## src/rtl/tt_um_hamming_encoder_74.sv

```systemverilog
// Hamming(7,4) encoder front end for the UART TX path: nibble FIFO, encoder,
// one-entry codeword output register with valid/ready and optional single-bit error injection.

module hamming74_enc (
  input  logic [3:0] data,
  output logic [6:0] code
);
  logic c0, c1, c2;

  // Parity order matches the receive-side syndrome bits.
  assign c0   = data[0] ^ data[1] ^ data[3];
  assign c1   = data[0] ^ data[2] ^ data[3];
  assign c2   = data[1] ^ data[2] ^ data[3];
  assign code = {data[3], data[2], data[1], c2, data[0], c1, c0};
endmodule

module tt_um_hamming_encoder_74 #(
  parameter int FIFO_DEPTH = 4
) (
  input  logic       clk,
  input  logic       rst_n,
  input  logic       ena,
  input  logic [3:0] data_in,
  input  logic       data_valid_in,
  output logic       data_ready_out,
  output logic [6:0] code_out,
  output logic       code_valid_out,
  input  logic       code_ready_in,
  input  logic [2:0] inject_err_in,
  output logic [2:0] debug_count_out
);
  localparam int PW = $clog2(FIFO_DEPTH);

  logic [FIFO_DEPTH-1:0][3:0] mem;
  logic [PW-1:0]              wr_ptr, rd_ptr;
  logic [2:0]                 count;
  logic                       push, pop;
  logic [6:0]                 enc_code, flip;

  // Ready depends only on registered count, never on code_ready_in.
  assign data_ready_out  = rst_n && ena && (count < 3'(FIFO_DEPTH));
  assign push            = data_valid_in && data_ready_out;
  assign pop             = ena && (count != 3'd0) && (!code_valid_out || code_ready_in);
  assign debug_count_out = count;

  hamming74_enc u_enc (
    .data (mem[rd_ptr]),
    .code (enc_code)
  );

  assign flip = (inject_err_in == 3'd0) ? 7'd0 : (7'd1 << (inject_err_in - 3'd1));

  always_ff @(posedge clk) begin
    if (push) mem[wr_ptr] <= data_in;
  end

  always_ff @(posedge clk or negedge rst_n) begin
    if (!rst_n) begin
      wr_ptr <= '0;
      rd_ptr <= '0;
      count  <= '0;
    end else begin
      if (push) wr_ptr <= wr_ptr + PW'(1);
      if (pop)  rd_ptr <= rd_ptr + PW'(1);
      count <= count + 3'(push) - 3'(pop);
    end
  end

  always_ff @(posedge clk or negedge rst_n) begin
    if (!rst_n) begin
      code_out       <= '0;
      code_valid_out <= 1'b0;
    end else if (pop) begin
      code_out       <= enc_code ^ flip;
      code_valid_out <= 1'b1;
    end else if (ena && code_valid_out && code_ready_in) begin
      code_valid_out <= 1'b0;
    end
  end
endmodule
```

## config.mk

```make
export PLATFORM = sky130hd
export DESIGN_NAME = tt_um_hamming_encoder_74
export DESIGN_NICKNAME = d
export VERILOG_FILES = /design/src/rtl/tt_um_hamming_encoder_74.sv
export SDC_FILE = /design/constraint.sdc
export NUM_CORES = 1
export LEC_CHECK = 0
export BUFFER_PORTS_ARGS = -buffer_cell sky130_fd_sc_hd__buf_2
export CORE_MARGIN = 5
export CORE_UTILIZATION = 59
export DETAILED_ROUTE_END_ITERATION = 10
export HOLD_SLACK_MARGIN = 0.12
export PLACE_DENSITY = 0.83
export SYNTH_ARGS = -nofsm -noshare
export SYNTH_HDL_FRONTEND = slang
export SYNTH_SLANG_ARGS = --single-unit
```

## constraint.sdc

```tcl
create_clock -name clk -period 4.5 [get_ports clk]
set_input_delay 0.9 -clock clk [delete_from_list [all_inputs] [get_ports clk]]
set_output_delay 0.9 -clock clk [all_outputs]
set_load 0.005 [all_outputs]
```

Yosys cells after proc, flatten, opt, wreduce, memory -nomap -nowiden
Cells that the tools add are included.
Widths: inputs -> output; s select.

word-level totals
  output and inout port bits = 12
  word-level logic and storage cells = 47
  bits of input ports = 12
  register bits after elaboration = 31

operators by class
  add/sub/neg operators = 5
  shift operators = 1
  reduce and logical (&&, ||, !) cells = 13
  multiplexer cells = 8
  $lt $le $gt $ge = 4
  bitwise logic cells = 7

operator list
  operator             number
  $bwmux 16            1
  $bmux 4 s2           1
  $demux 4 s2          1
  $logic_and 1x1->1    8
  $mux 4               2
  $mux 7               1
  $shl 1x3->7 const A  1
  $xor 7x7->7          1
  $lt 2x3->1 const B   2
  $xor 1x1->1          6
  $add 2x1->2 const B  2
  $add 3x1->3          1
  $logic_not 3->1      1
  $lt 3x3->1 const B   1
  $reduce_bool 3->1    1
  $sub 3x1->3          1
  $sub 3x1->3 const B  1
  $ge 2x1->1 const B   1
  $mux 1               2
  $reduce_bool 2->1    1
  $logic_not 1->1      1
  $logic_or 1x1->1     1

Logic depth before layout (Yosys ltp)
Gate-level depths: netlist of run 1.

  depth in word-level cells = 5
  gate-level depth with buffers = 10

Modules after synthesis
From an unflattened synthesis of run 1, not the netlist that was laid out.

unflattened totals
  cells, all modules = 104
  area total of the unflattened synthesis = 1584.0 um^2

by module, submodules not included
  module                    area an instance (um^2)  seq. area each (um^2)  cells an instance  instances
  tt_um_hamming_encoder_74  1460.2                   855.8                  94                 1
  hamming74_enc             123.9                    0.0                    10                 1

Worst setup path after synthesis of run 1
No wires, ideal clock.

  path type = input -> register
  start = in ena
  end = reg count[2], in the netlist debug_count_out[2]
  arrival time = 2.532 ns
  stages = 10
  path buffers = 0
  path slack = 1.844 ns
  library setup time = 0.124 ns
  required time = 4.376 ns
  path through = nand2_1 nor2_1 and2_1 inv_1 ha_1 inv_1 ha_1 fa_1 xor2_1 xnor2_1

between the ends
  longest elaborated chain between the ends = 5
  elaborated cells between the ends (all ways) = 7
  those cells by class = add/sub: 2; reduce/logical: 5

ends and longest elaborated chain
  item                            RTL line  RTL
  start, declared                 22        input logic ena,
  $logic_and 1x1->1 (2 in a row)  41        assign data_ready_out = rst_n && ena && (count < 3'(FIFO_DEPTH));
  via data_ready_out              25        output logic data_ready_out,
  $logic_and 1x1->1               42        assign push = data_valid_in && data_ready_out;
  $add 3x1->3                     65        count <= count + 3'(push) - 3'(pop);
  $sub 3x1->3                     65
  end signal, assigned            65
  end, declared                   36        logic [2:0] count;

The timed path passes the listed nets, and every way through them passes these cells.
A chain may end at the register's enable or synchronous reset.

Final worst setup path of run 1
  start = in rst_n
  end = reg count[2], in the netlist debug_count_out[2]

between the ends
  longest elaborated chain between the ends = 5

ends and longest elaborated chain
  item                            RTL line  RTL
  start, declared                 21        input logic rst_n,
  $logic_and 1x1->1 (2 in a row)  41
  $logic_and 1x1->1               42
  $add 3x1->3                     65
  $sub 3x1->3                     65

No other way between the ends.

==> implementation parameters, run 1 <==
Parameter                              Value

Status
  Run status ... complete, no violations

Timing
  Slew at the pin closest to its max-slew limit ... 452.6 ps
  Final-report max-slew violation count ... 0
  Final setup fails ... 0
  Relative slew slack ... 69.74%
  Clock period minus worst slack ... 2819 ps
  Highest clock frequency the design can meet ... 0.3548 GHz
  Clock tree skew after final layout ... 12.17 ps
  Final hold viol count ... 0
  Setup repair after global routing missed its margin ... false
  Share of the clock period used by the worst path ... 62.64%
  Hold Worst Slack ... 465.6 ps
  Sum of negative setup slack ... 0 ps

Route
  Total Wirelength ... 2.393 mm
  DR iter-0 viols ... 31
  DRC violation count after routing ... 0
  Via density per instance ... 5.277
  Pre-antenna DRT Iters ... 4
  Routed wirelength normalized by instance count ... 14.42 um
  Antenna viol nets, final ... 0
  Routed vias ... 876

Place
  RePlAce Congestion ... 0.7203
  Half-perimeter wire length after detailed placement ... 1.910 mm
  IO buf count ... 23

Finish
  Inserted Diodes ... 0
  Number of nets in the final layout ... 155
  Fraction of final layout cells with drive strength greater than 1 ... 26.47%
  Finished Core Util ... 67.80%
  Layout-stage area growth over the synthesis result ... 12.55%

Synth
  Fraction of synthesized cell area taken by the top area cell type ... 32.79%
  Most numerous cell types in the synthesized netlist ... sky130_fd_sc_hd__edfxtp_1, sky130_fd_sc_hd__dfrtp_1, sky130_fd_sc_hd__nand2_1, sky130_fd_sc_hd__inv_1, sky130_fd_sc_hd__xnor2_1
  Number of enable flip-flop cells after synthesis ... 16
  Cell type contributing the most total cell area after synthesis ... sky130_fd_sc_hd__edfxtp_1
  Distinct cells, synth ... 26
  Mapped cell area ... 1465 um^2
  Number of register bits inferred by synthesis ... 31
  Fraction of the yosys area taken by sequential cells ... 58.41%
  Flip-flop cell with the highest count after synthesis ... sky130_fd_sc_hd__edfxtp_1
  Net Count, Synth ... 128
  YS warnings ... 0
  Fraction of registers with async set or reset after synthesis ... 48.39%
  Per-instance average area after synthesis ... 13.57 um^2
  Top-count cell post-synth ... sky130_fd_sc_hd__edfxtp_1
  Ranking of synthesized cells by area ... sky130_fd_sc_hd__edfxtp_1, sky130_fd_sc_hd__dfrtp_1, sky130_fd_sc_hd__mux4_2
  Synthesized netlist cell count ... 108

GRT
  Sum of overflow across all layers after global routing ... 0
  Number of global-route vias before repair ... 932
  Maximum number of pins on one net before global-route repair ... 17
  Gr usage total ... 16.74%
  Antenna violations before repair ... 0
  Wire length of the first global-routing pass ... 4.160 mm

Clock network
  TritonCTS Buffers ... 5
  Clock network latency to the later pin of the worst-skew pair ... 320 ps
  Clock slew at the register clock pins of the worst setup and hold paths ... 90 ps
  # clock sinks ... 31
  CTS Buffer Depth ... 2
  Root buffer cell ... sky130_fd_sc_hd__clkbuf_4
  Number of buffers added to fix hold violations after cts ... 0
  Clock tree from TritonCTS ... yes
  Number of post-CTS setup repair buffers ... 0
  Number of gates resized after CTS ... 0
  # H-tree levels ... 2

Worst setup path
  R2R Setup Slk ... 1780 ps
  Type of origin of the critical path ... input port
  Reg2Reg Depth ... 9
  Data required time at the worst endpoint ... 4740 ps
  Critical Path End ... debug_count_out[2]
  Timing startpoint of the critical path ... rst_n
  Terminus of the critical flop-to-flop path ... debug_count_out[2]
  Worst Path Class, Setup ... input port to flip-flop
  Source of the worst register-to-register timing path ... debug_count_out[2]
  Arrival time worst endpoint ... 3050 ps
  Crit path capture type ... flip-flop
  Critical path fanouts, max ... 16

Job
  Maximum Capacitance Violations ... 0

Die
  Effective utilization at floorplan ... 60.24%
  Core outline area ... 2432 um^2
  Vert. Die Dim ... 59.83 um
  Die ar. ... 3580 um^2
  Die Width ... 59.83 um
  Row count ... 18
  Total I/O pin count ... 24

Pwr
  Power per unit of standard cell area ... 581.4 nW/um^2
  Leakage component of the power ... 0.7196 nW
  Worst VDD drop ... 347.1 uV

Hold path
  HP Class ... input port to async pin
[routing by layer]
metal	share of wire (%)	GRT usage (%)	vias to the layer above
met5	0	0	-
met3	6.7	5.832	7
li1	-	-	424
met1	40	18.51	422
met4	3.1	10.76	0
met2	50	27.16	23
[how the worst min path moves through the flow]
| stage | start | endpoint | slack [ps] | depth (start not counted) |
|---|---|---|---|---|
| 6_report | rst_n | code_out[3] | 470 | 1 |
| 5_1_grt | rst_n | code_out[3] | 470 | 1 |
| 4_1_cts | rst_n | code_out[3] | 450 | 1 |
| 3_5_place_dp | code_out[0] | code_out[0] | 470 | 2 |
| 3_3_place_gp | code_out[2] | code_out[2] | 460 | 2 |
| 2_1_floorplan | code_out[0] | code_out[0] | 470 | 2 |
[kinds of logic after synthesis]
family	after synthesis	synth area share (%)
flip-flops	31	58.41
XOR/XNOR	17	11.19
AND/OR/NAND/NOR	27	9.308
buffers and inverters	11	3.331
AO/OA/AOI/OAI	9	3.501
adder cells (fa/ha/maj)	8	7.344
multiplexers	5	6.917
[sequential cells by signal, indices dropped and copies added (netlist names)]
signal	count
mem	16
code_out	7
wr_ptr	2
code_valid_out	1
debug_count_out	3
rd_ptr	2
[stage by stage]
step / instances / setup slack [ps] / area [um^2] / power (mW)
floorplan: 108 / 1844 / 1465 / 0.7116
global placement: 158 / 1476 / 1599 / 0.8057
detailed placement: 158 / 1316 / 1599 / 0.8309
CTS: 166 / 1677 / 1649 / 0.9807
global route: 166 / 1463 / 1649 / 1.041
finish: 166 / 1681 / 1649 / 0.9589
[report_power, final]
group	internal [mW]	switching (mW)
combinational	0.194	0.185
clock	0.0608	0.0847
sequential	0.372	0.0633
[worst max-delay path, cell delays in order]
cell,delay [ps]
sky130_fd_sc_hd__buf_2,300
sky130_fd_sc_hd__nand2_1,120
sky130_fd_sc_hd__nor2_1,220
sky130_fd_sc_hd__and2_1,230
sky130_fd_sc_hd__inv_1,60
sky130_fd_sc_hd__ha_1,270
sky130_fd_sc_hd__inv_1,40
sky130_fd_sc_hd__ha_1,180
sky130_fd_sc_hd__fa_1,380
sky130_fd_sc_hd__xor2_1,210
sky130_fd_sc_hd__xnor2_1,150
[final cells by class]
class / instances / area, um^2
clock buffers: 7 / 45.04
clock inverters: 1 / 5.005
fillers: 188 / 783.3
inverters: 8 / 30.03
multi-input cells: 66 / 560.5
flip-flops and latches: 31 / 855.8
well taps: 30 / 37.54
repair buffers: 23 / 115.1
[cells in the final DEF (no fill, tap or decap), drive strengths merged, types with 2 or more instances in the layout]
| cell type | n |
|---|---|
| xor2 | 8 |
| inv | 8 |
| nand3 | 2 |
| edfxtp | 16 |
| dfrtp | 15 |
| xnor2 | 9 |
| mux4 | 4 |
| clkbuf | 7 |
| nor2 | 3 |
| o21ai | 7 |
| nor3b | 2 |
| and3 | 4 |
| nand3b | 2 |
| ha | 7 |
| buf | 23 |
| nand2 | 11 |
(Power assumes the default switching activity.)
==> inputs of run 2 (changes only) <==
CORE_UTILIZATION = 55   (was 59)
PLACE_DENSITY = 0.78   (was 0.83)
clock period = 2.9 ns   (was 4.5 ns; I/O delays follow)
==> run 2 against run 1 <==
Net effect:
- sequential share of layout area decreased by 1.0 points
- clock-buffer cell count up 1
- critical endpoint unchanged
- via count grew 3.0%
==> implementation parameters, run 2 (synthesis gave the netlist of run 1 again) <==
Parameter                              Value

Status
  Run status ... complete, no violations (unchanged)

Worst setup path
  Worst Path Class, Setup ... flip-flop to flip-flop (was input port to flip-flop)
  WP buf/inv ... 2 (was 3)
  Critical path fanouts, max ... 4 (was 16)
  CP max stage delay ... 420 ps (was 380 ps)
  R2R Setup Slk ... 590 ps (was 1780 ps)
  Data required time at the worst endpoint ... 3100 ps (was 4740 ps)
  Dominant delay contributor by cell family on the critical path ... adder cells (unchanged)
  Critical path cell sequence ... or3_1, nand3_1, inv_1, ha_1, inv_1, ha_1, fa_1, xor2_1, xnor2_1 (was buf_2, nand2_1, nor2_1, and2_1, inv_1, ha_1, inv_1, ha_1, fa_1, xor2_1, xnor2_1)
  Type of origin of the critical path ... flip-flop (was input port)
  Arrival time worst endpoint ... 2510 ps (was 3050 ps)
  Slowest cell on the critical path ... sky130_fd_sc_hd__dfrtp_1 (was sky130_fd_sc_hd__fa_1)
  Crit path capture type ... flip-flop (unchanged)

Timing
  Final hold viol count ... 0 (unchanged)
  Clock tree skew after final layout ... 3.926 ps (was 12.17 ps)
  Relative slew slack ... 78.44% (was 69.74%)
  Slew at the pin closest to its max-slew limit ... 323.3 ps (was 452.6 ps)
  Sum of negative setup slack ... 0 ps (unchanged)
  Clock period minus worst slack ... 2315 ps
  Highest clock frequency the design can meet ... 0.4320 GHz
  Setup repair after global routing missed its margin ... false (unchanged)
  Final setup fails ... 0 (unchanged)
  Share of the clock period used by the worst path ... 79.81%
  Final-report max-slew violation count ... 0 (unchanged)

Die
  Die Width ... 61.62 um (was 59.83 um)
  Vert. Die Dim ... 61.62 um (was 59.83 um)
  Die ar. ... 3796 um^2 (was 3580 um^2)
  Core outline area ... 2522 um^2 (was 2432 um^2)
  Effective utilization at floorplan ... 58.09% (was 60.24%)
  Total I/O pin count ... 24 (unchanged)
  Row count ... 18 (unchanged)

Job
  Maximum Capacitance Violations ... 0 (unchanged)

Finish
  Area of the multi-input gates ... 560.5 um^2 (unchanged)
  Final Non-Filler Cells ... 168 (was 166)
  Commonest non-fill, non-tap cell in the layout ... sky130_fd_sc_hd__buf_2 (unchanged)
  Fraction of final layout cells with drive strength greater than 1 ... 28.26% (was 26.47%)
  Inserted Diodes ... 0 (unchanged)
  Finished Core Util ... 66.72% (was 67.80%)
  Fill cell instance count of the final layout ... 195 (was 188)
  Number of nets in the final layout ... 157 (was 155)
  Commonest cells after routing, fill and taps aside ... sky130_fd_sc_hd__buf_2, sky130_fd_sc_hd__edfxtp_1, sky130_fd_sc_hd__dfrtp_1 (unchanged)
  Layout-stage area growth over the synthesis result ... 14.86% (was 12.55%)
  Largest register by flop count ... mem (unchanged)
  Sequential cell area ... 855.8 um^2 (unchanged)
  Number of flip-flops in the largest register ... 16 (unchanged)

Clock network
  # clock sinks ... 31 (unchanged)
  CTS Buffer Depth ... 2 (unchanged)
  Clock slew at the register clock pins of the worst setup and hold paths ... 90 ps (about the same)
  Clock network latency to the later pin of the worst-skew pair ... 310 ps (was 320 ps)
  Number of post-CTS setup repair buffers ... 0 (unchanged)
  # H-tree levels ... 2 (unchanged)
  TritonCTS Buffers ... 5 (unchanged)
  Clock tree from TritonCTS ... yes (unchanged)
  Number of buffers added to fix hold violations after cts ... 0 (unchanged)
  Number of gates resized after CTS ... 0 (unchanged)
  Root buffer cell ... sky130_fd_sc_hd__clkbuf_4 (unchanged)

Place
  Placed cell count ... 160 (was 158)
  IO buf count ... 23 (unchanged)
  RePlAce Congestion ... 0.7339 (was 0.7203)

Route
  DRC violation count after routing ... 0 (unchanged)
  Pre-antenna DRT Iters ... 4 (unchanged)
  Sum of met2 wire segment lengths after detailed routing ... 1.245 mm (was 1.203 mm)
  Antenna viol nets, final ... 0 (unchanged)
  Routed wirelength normalized by instance count ... 14.42 um (about the same)
  DR iter-0 viols ... 47 (was 31)
  Routed wire length on met3 ... 161 um (was 160 um)
  Met1 routed wirelength after detailed routing ... 971 um (was 954 um)
  Via density per instance ... 5.369 (was 5.277)
  Top metal layer carrying routed signals ... met4 (unchanged)
  Routed vias ... 902 (was 876)
  Total Wirelength ... 2.422 mm (was 2.393 mm)

GRT
  Number of global-route vias before repair ... 869 (was 932)
  Maximum number of pins on one net before global-route repair ... 16 (was 17)
  Antenna violations before repair ... 0 (unchanged)
  Sum of overflow across all layers after global routing ... 0 (unchanged)
  Gr usage total ... 15.38% (was 16.74%)
  Wire length of the first global-routing pass ... 4.071 mm (was 4.160 mm)

Pwr
  Worst VDD drop ... 606.1 uV (was 347.1 uV)
  Power per unit of standard cell area ... 915.0 nW/um^2 (was 581.4 nW/um^2)
  Leakage component of the power ... 0.7382 nW (was 0.7196 nW)

Hold path
  HP Class ... input port to async pin (unchanged)
## run 2: metal layers
layer  up-vias  GRT usage, %
li1        430             -
met1       442         18.40
met2        24         26.46
met3         6         5.241
met4         0         4.242
met5         -             0
## run 2: through the flow
stage	worst slack [ps]	power (mW)	hold slack (ps)	area (um^2)
2_1_floorplan	563.8	1.104	284.4	1465
3_3_place_gp	417.0	1.249	458.3	1614
3_5_place_dp	309.1	1.292	476.4	1614
4_1_cts	581.5	1.566	203.9	1683
5_1_grt	486.4	1.663	208.7	1683
6_report	585.5	1.540	207.1	1683
## run 2: where the power goes
part	total, mW	switching [mW]	internal, mW
registers	0.676	0.0995	0.577
clock network	0.273	0.130	0.143
logic	0.591	0.285	0.306
total	1.54	0.515	1.02
## run 2: worst register-to-register path, delay by kind of cell, from the launching register on
kind | cells | cell delay [ps]
flip-flops | 1 | 420
AND/OR/NAND/NOR | 2 | 510
adder cells (fa/ha/maj) | 3 | 830
XOR/XNOR | 2 | 310
buffers and inverters | 2 | 130
## run 2: worst paths after layout
path,start,to,cells past startpoint
worst max-delay path,debug_count_out[2],debug_count_out[2],9
worst min-delay path,rst_n,debug_count_out[1],2
worst max register to register,debug_count_out[2],debug_count_out[2],9
worst min register to register,code_out[6],code_out[6],2
max in group asynchronous,rst_n,code_out[6],2
min in group clk,data_in[2],mem[2],1
## run 2: cell type report
cell class,instances,share of cell area [%]
multi-input combinational,66,33.31
tap,30,2.230
sequential,31,50.86
clock buffer,8,4.089
timing repair buffer,25,7.732
inverter,8,1.784
==> inputs of run 3 (changes only) <==
clock period = 2.2 ns   (was 2.9 ns; I/O delays follow)
==> run 3 against run 2 <==
Net effect:
- utilization up 3.6 points
- routed wire length increased by 13%
- hold slack improved by 120 ps
- cell area rose by 5.4%
- clock-buffer cell count decreased by 2
- critical path depth unchanged
- first-iteration DRC count is 19% higher
- largest power group is now combinational logic
- die area is the same
- clock skew grew 9.8 ps
==> implementation parameters, run 3 (synthesis gave the netlist of run 1 again) <==
Parameter                              Value

Pwr
  Worst VDD drop ... 755.0 uV (was 606.1 uV)
  Logic gate share of total power ... 44.2% (was 38.4%)
  Cell-internal power ... 1.367 mW (was 1.025 mW)
  Power, Total ... 2.103 mW (was 1.540 mW)
  Part of the power in registers ... 41.6% (was 43.9%)
  Sw power ... 735.4 uW (was 515.0 uW)
  Leakage component of the power ... 0.7640 nW (was 0.7382 nW)
  Switch share ... 34.98% (was 33.44%)
  Power per unit of standard cell area ... 1186 nW/um^2 (was 915.0 nW/um^2)
  Clk pwr share ... 14.2% (was 17.7%)

Timing
  Clock tree skew after final layout ... 13.75 ps (was 3.926 ps)
  Highest clock frequency the design can meet ... 0.4621 GHz (was 0.4320 GHz)
  Slew at the pin closest to its max-slew limit ... 324.9 ps (was 323.3 ps)
  Relative slew slack ... 78.34% (was 78.44%)
  Clock period minus worst slack ... 2164 ps (was 2315 ps)
  Final setup fails ... 0 (unchanged)
  Share of the clock period used by the worst path ... 98.36% (was 79.81%)
  Hold Worst Slack ... 330.4 ps (was 207.1 ps)
  Final-report max-slew violation count ... 0 (unchanged)
  Final hold viol count ... 0 (unchanged)

Finish
  Commonest cells after routing, fill and taps aside ... sky130_fd_sc_hd__buf_2, sky130_fd_sc_hd__edfxtp_1, sky130_fd_sc_hd__dfrtp_1 (unchanged)
  Number of flip-flops in the largest register ... 16 (unchanged)
  Finished Core Util ... 70.29% (was 66.72%)
  Area of the multi-input gates ... 613.1 um^2 (was 560.5 um^2)
  Inserted Diodes ... 0 (unchanged)
  Commonest non-fill, non-tap cell in the layout ... sky130_fd_sc_hd__buf_2 (unchanged)
  Fill cell instance count of the final layout ... 179 (was 195)
  Number of nets in the final layout ... 164 (was 157)
  Sequential cell area ... 855.8 um^2 (unchanged)
  Final Instance Area ... 1773 um^2 (was 1683 um^2)
  Largest register by flop count ... mem (unchanged)
  Fraction of final layout cells with drive strength greater than 1 ... 34.48% (was 28.26%)
  Layout-stage area growth over the synthesis result ... 21.01% (was 14.86%)
  Final Non-Filler Cells ... 175 (was 168)

Hold path
  Hold Path Origin ... data_in[3]
  HP Class ... input port to flip-flop (was input port to async pin)

Worst setup path
  Data required time at the worst endpoint ... 2410 ps (was 3100 ps)
  Critical path cell sequence ... or3_4, nand3_4, inv_4, ha_4, inv_1, ha_4, fa_2, xor2_2, xnor2_1 (was or3_1, nand3_1, inv_1, ha_1, inv_1, ha_1, fa_1, xor2_1, xnor2_1)
  Slowest cell on the critical path ... sky130_fd_sc_hd__or3_4 (was sky130_fd_sc_hd__dfrtp_1)
  Crit path capture type ... flip-flop (unchanged)
  Most frequent cell on the critical path ... sky130_fd_sc_hd__ha_4
  Timing startpoint of the critical path ... debug_count_out[0] (was debug_count_out[2])
  Type of origin of the critical path ... flip-flop (unchanged)
  Worst Path Class, Setup ... flip-flop to flip-flop (unchanged)
  Source of the worst register-to-register timing path ... debug_count_out[0] (was debug_count_out[2])
  Arrival time worst endpoint ... 2380 ps (was 2510 ps)
  Critical path fanouts, max ... 3 (was 4)
  CP max stage delay ... 410 ps (was 420 ps)

Place
  Placed cell count ... 166 (was 160)
  IO buf count ... 23 (unchanged)
  Placement-stage cell area ... 1679 um^2 (was 1614 um^2)
  Half-perimeter wire length after detailed placement ... 2.075 mm
  RePlAce Congestion ... 0.7929 (was 0.7339)

Die
  Row count ... 18 (unchanged)
  Vert. Die Dim ... 61.62 um (unchanged)
  Total I/O pin count ... 24 (unchanged)
  Core outline area ... 2522 um^2 (unchanged)
  Effective utilization at floorplan ... 58.09% (unchanged)
  Die ar. ... 3796 um^2 (unchanged)
  Die Width ... 61.62 um (unchanged)

Route
  Pre-antenna DRT Iters ... 4 (unchanged)
  Total Wirelength ... 2.732 mm (was 2.422 mm)
  DR iter-0 viols ... 56 (was 47)
  Routed vias ... 910 (was 902)
  Via density per instance ... 5.200 (was 5.369)
  Antenna viol nets, final ... 0 (unchanged)
  Routed wirelength normalized by instance count ... 15.61 um (was 14.42 um)
  DRC violation count after routing ... 0 (unchanged)

Clock network
  CTS Buffer Depth ... 2 (unchanged)
  # clock sinks ... 31 (unchanged)
  Root buffer cell ... sky130_fd_sc_hd__clkbuf_4 (unchanged)
  Clock tree from TritonCTS ... yes (unchanged)
  TritonCTS Buffers ... 5 (unchanged)
  # H-tree levels ... 2 (unchanged)
  Clock network latency to the later pin of the worst-skew pair ... 320 ps (was 310 ps)
  Clock slew at the register clock pins of the worst setup and hold paths ... 100 ps (was 90 ps)

GRT
  Number of global-route vias before repair ... 950 (was 869)
  Wire length of the first global-routing pass ... 4.298 mm (was 4.071 mm)
  Maximum number of pins on one net before global-route repair ... 16 (unchanged)
  Antenna violations before repair ... 0 (unchanged)
  Gr usage total ... 16.18% (was 15.38%)
  Sum of overflow across all layers after global routing ... 0 (unchanged)

Status
  Run status ... complete, no violations (unchanged)

Job
  Maximum Capacitance Violations ... 0 (unchanged)
==> run 3: changes by cell type in the layout (fill, tap and decap cells not counted), moves of 2 or more <==
cell,previous run,this run
sky130_fd_sc_hd__buf_4,2,8
sky130_fd_sc_hd__ha_1,7,5
sky130_fd_sc_hd__clkbuf_8,2,0
sky130_fd_sc_hd__ha_4,0,2
sky130_fd_sc_hd__clkinv_1,0,2
==> run 3: what timing repair did <==
item / in CTS / in global routing
pin swaps: 1 / 4
hold buffers: 1 / 0
buffers inserted: 0 / 0
hold endpoints to repair: 15 / 0
setup endpoints to repair: 1 / 1
resized for setup: 2 / 4
==> run 3: per-layer routing <==
metal	vias up	routed length (um)	global-route usage (%)	share of wire (%)
met5	-	0	0	0
met1	440	1084	18.27	40
li1	443	-	-	-
met2	23	1489	28.85	55
met3	4	141	5.031	5.2
met4	0	16	5.455	0.59
==> run 3: cell type report <==
| class | instances | area share [%] |
|---|---|---|
| clock buffer | 6 | 2.329 |
| multi-input combinational | 66 | 34.58 |
| sequential | 31 | 48.27 |
| inverter | 8 | 1.835 |
| tap | 30 | 2.117 |
| clock inverter | 2 | 0.4234 |
| timing repair buffer | 32 | 10.44 |
==> run 3: stage by stage <==
step	worst slack (ps)	setup TNS, ps
after global routing	-10.43	-10.43
final	36.02	0
after detailed placement	-10.18	-10.18
after global placement	70.64	0
after CTS	16.52	0
after floorplan	29.57	0
==> run 3: final timing paths <==
path / end / slack, ps / depth (start not counted)
max in group asynchronous: code_out[3] / 1410 / 3
max: debug_count_out[2] / 40 / 9
max reg2reg: debug_count_out[2] / 40 / 9
min: mem[7] / 330 / 1
min in group asynchronous: wr_ptr[1] / 600 / 3
min reg2reg: code_out[6] / 480 / 2
==> run 3: critical path, delay by kind of cell (launching register included) <==
| kind | cells | cell delay [ps] |
|---|---|---|
| fa+ha+maj | 3 | 790 |
| simple gates | 2 | 490 |
| flops | 1 | 390 |
| xor+xnor | 2 | 290 |
| buf+inv | 2 | 100 |
==> run 3: power groups by stage <==
stage | Sequential, mW | Combinational (mW) | Clock, mW
2_1_floorplan | 0.873 | 0.601 | 0
3_3_place_gp | 0.882 | 0.842 | 0
3_5_place_dp | 0.890 | 0.883 | 0
4_1_cts | 0.877 | 0.889 | 0.306
5_1_grt | 0.897 | 1.02 | 0.330
6_report | 0.875 | 0.929 | 0.299
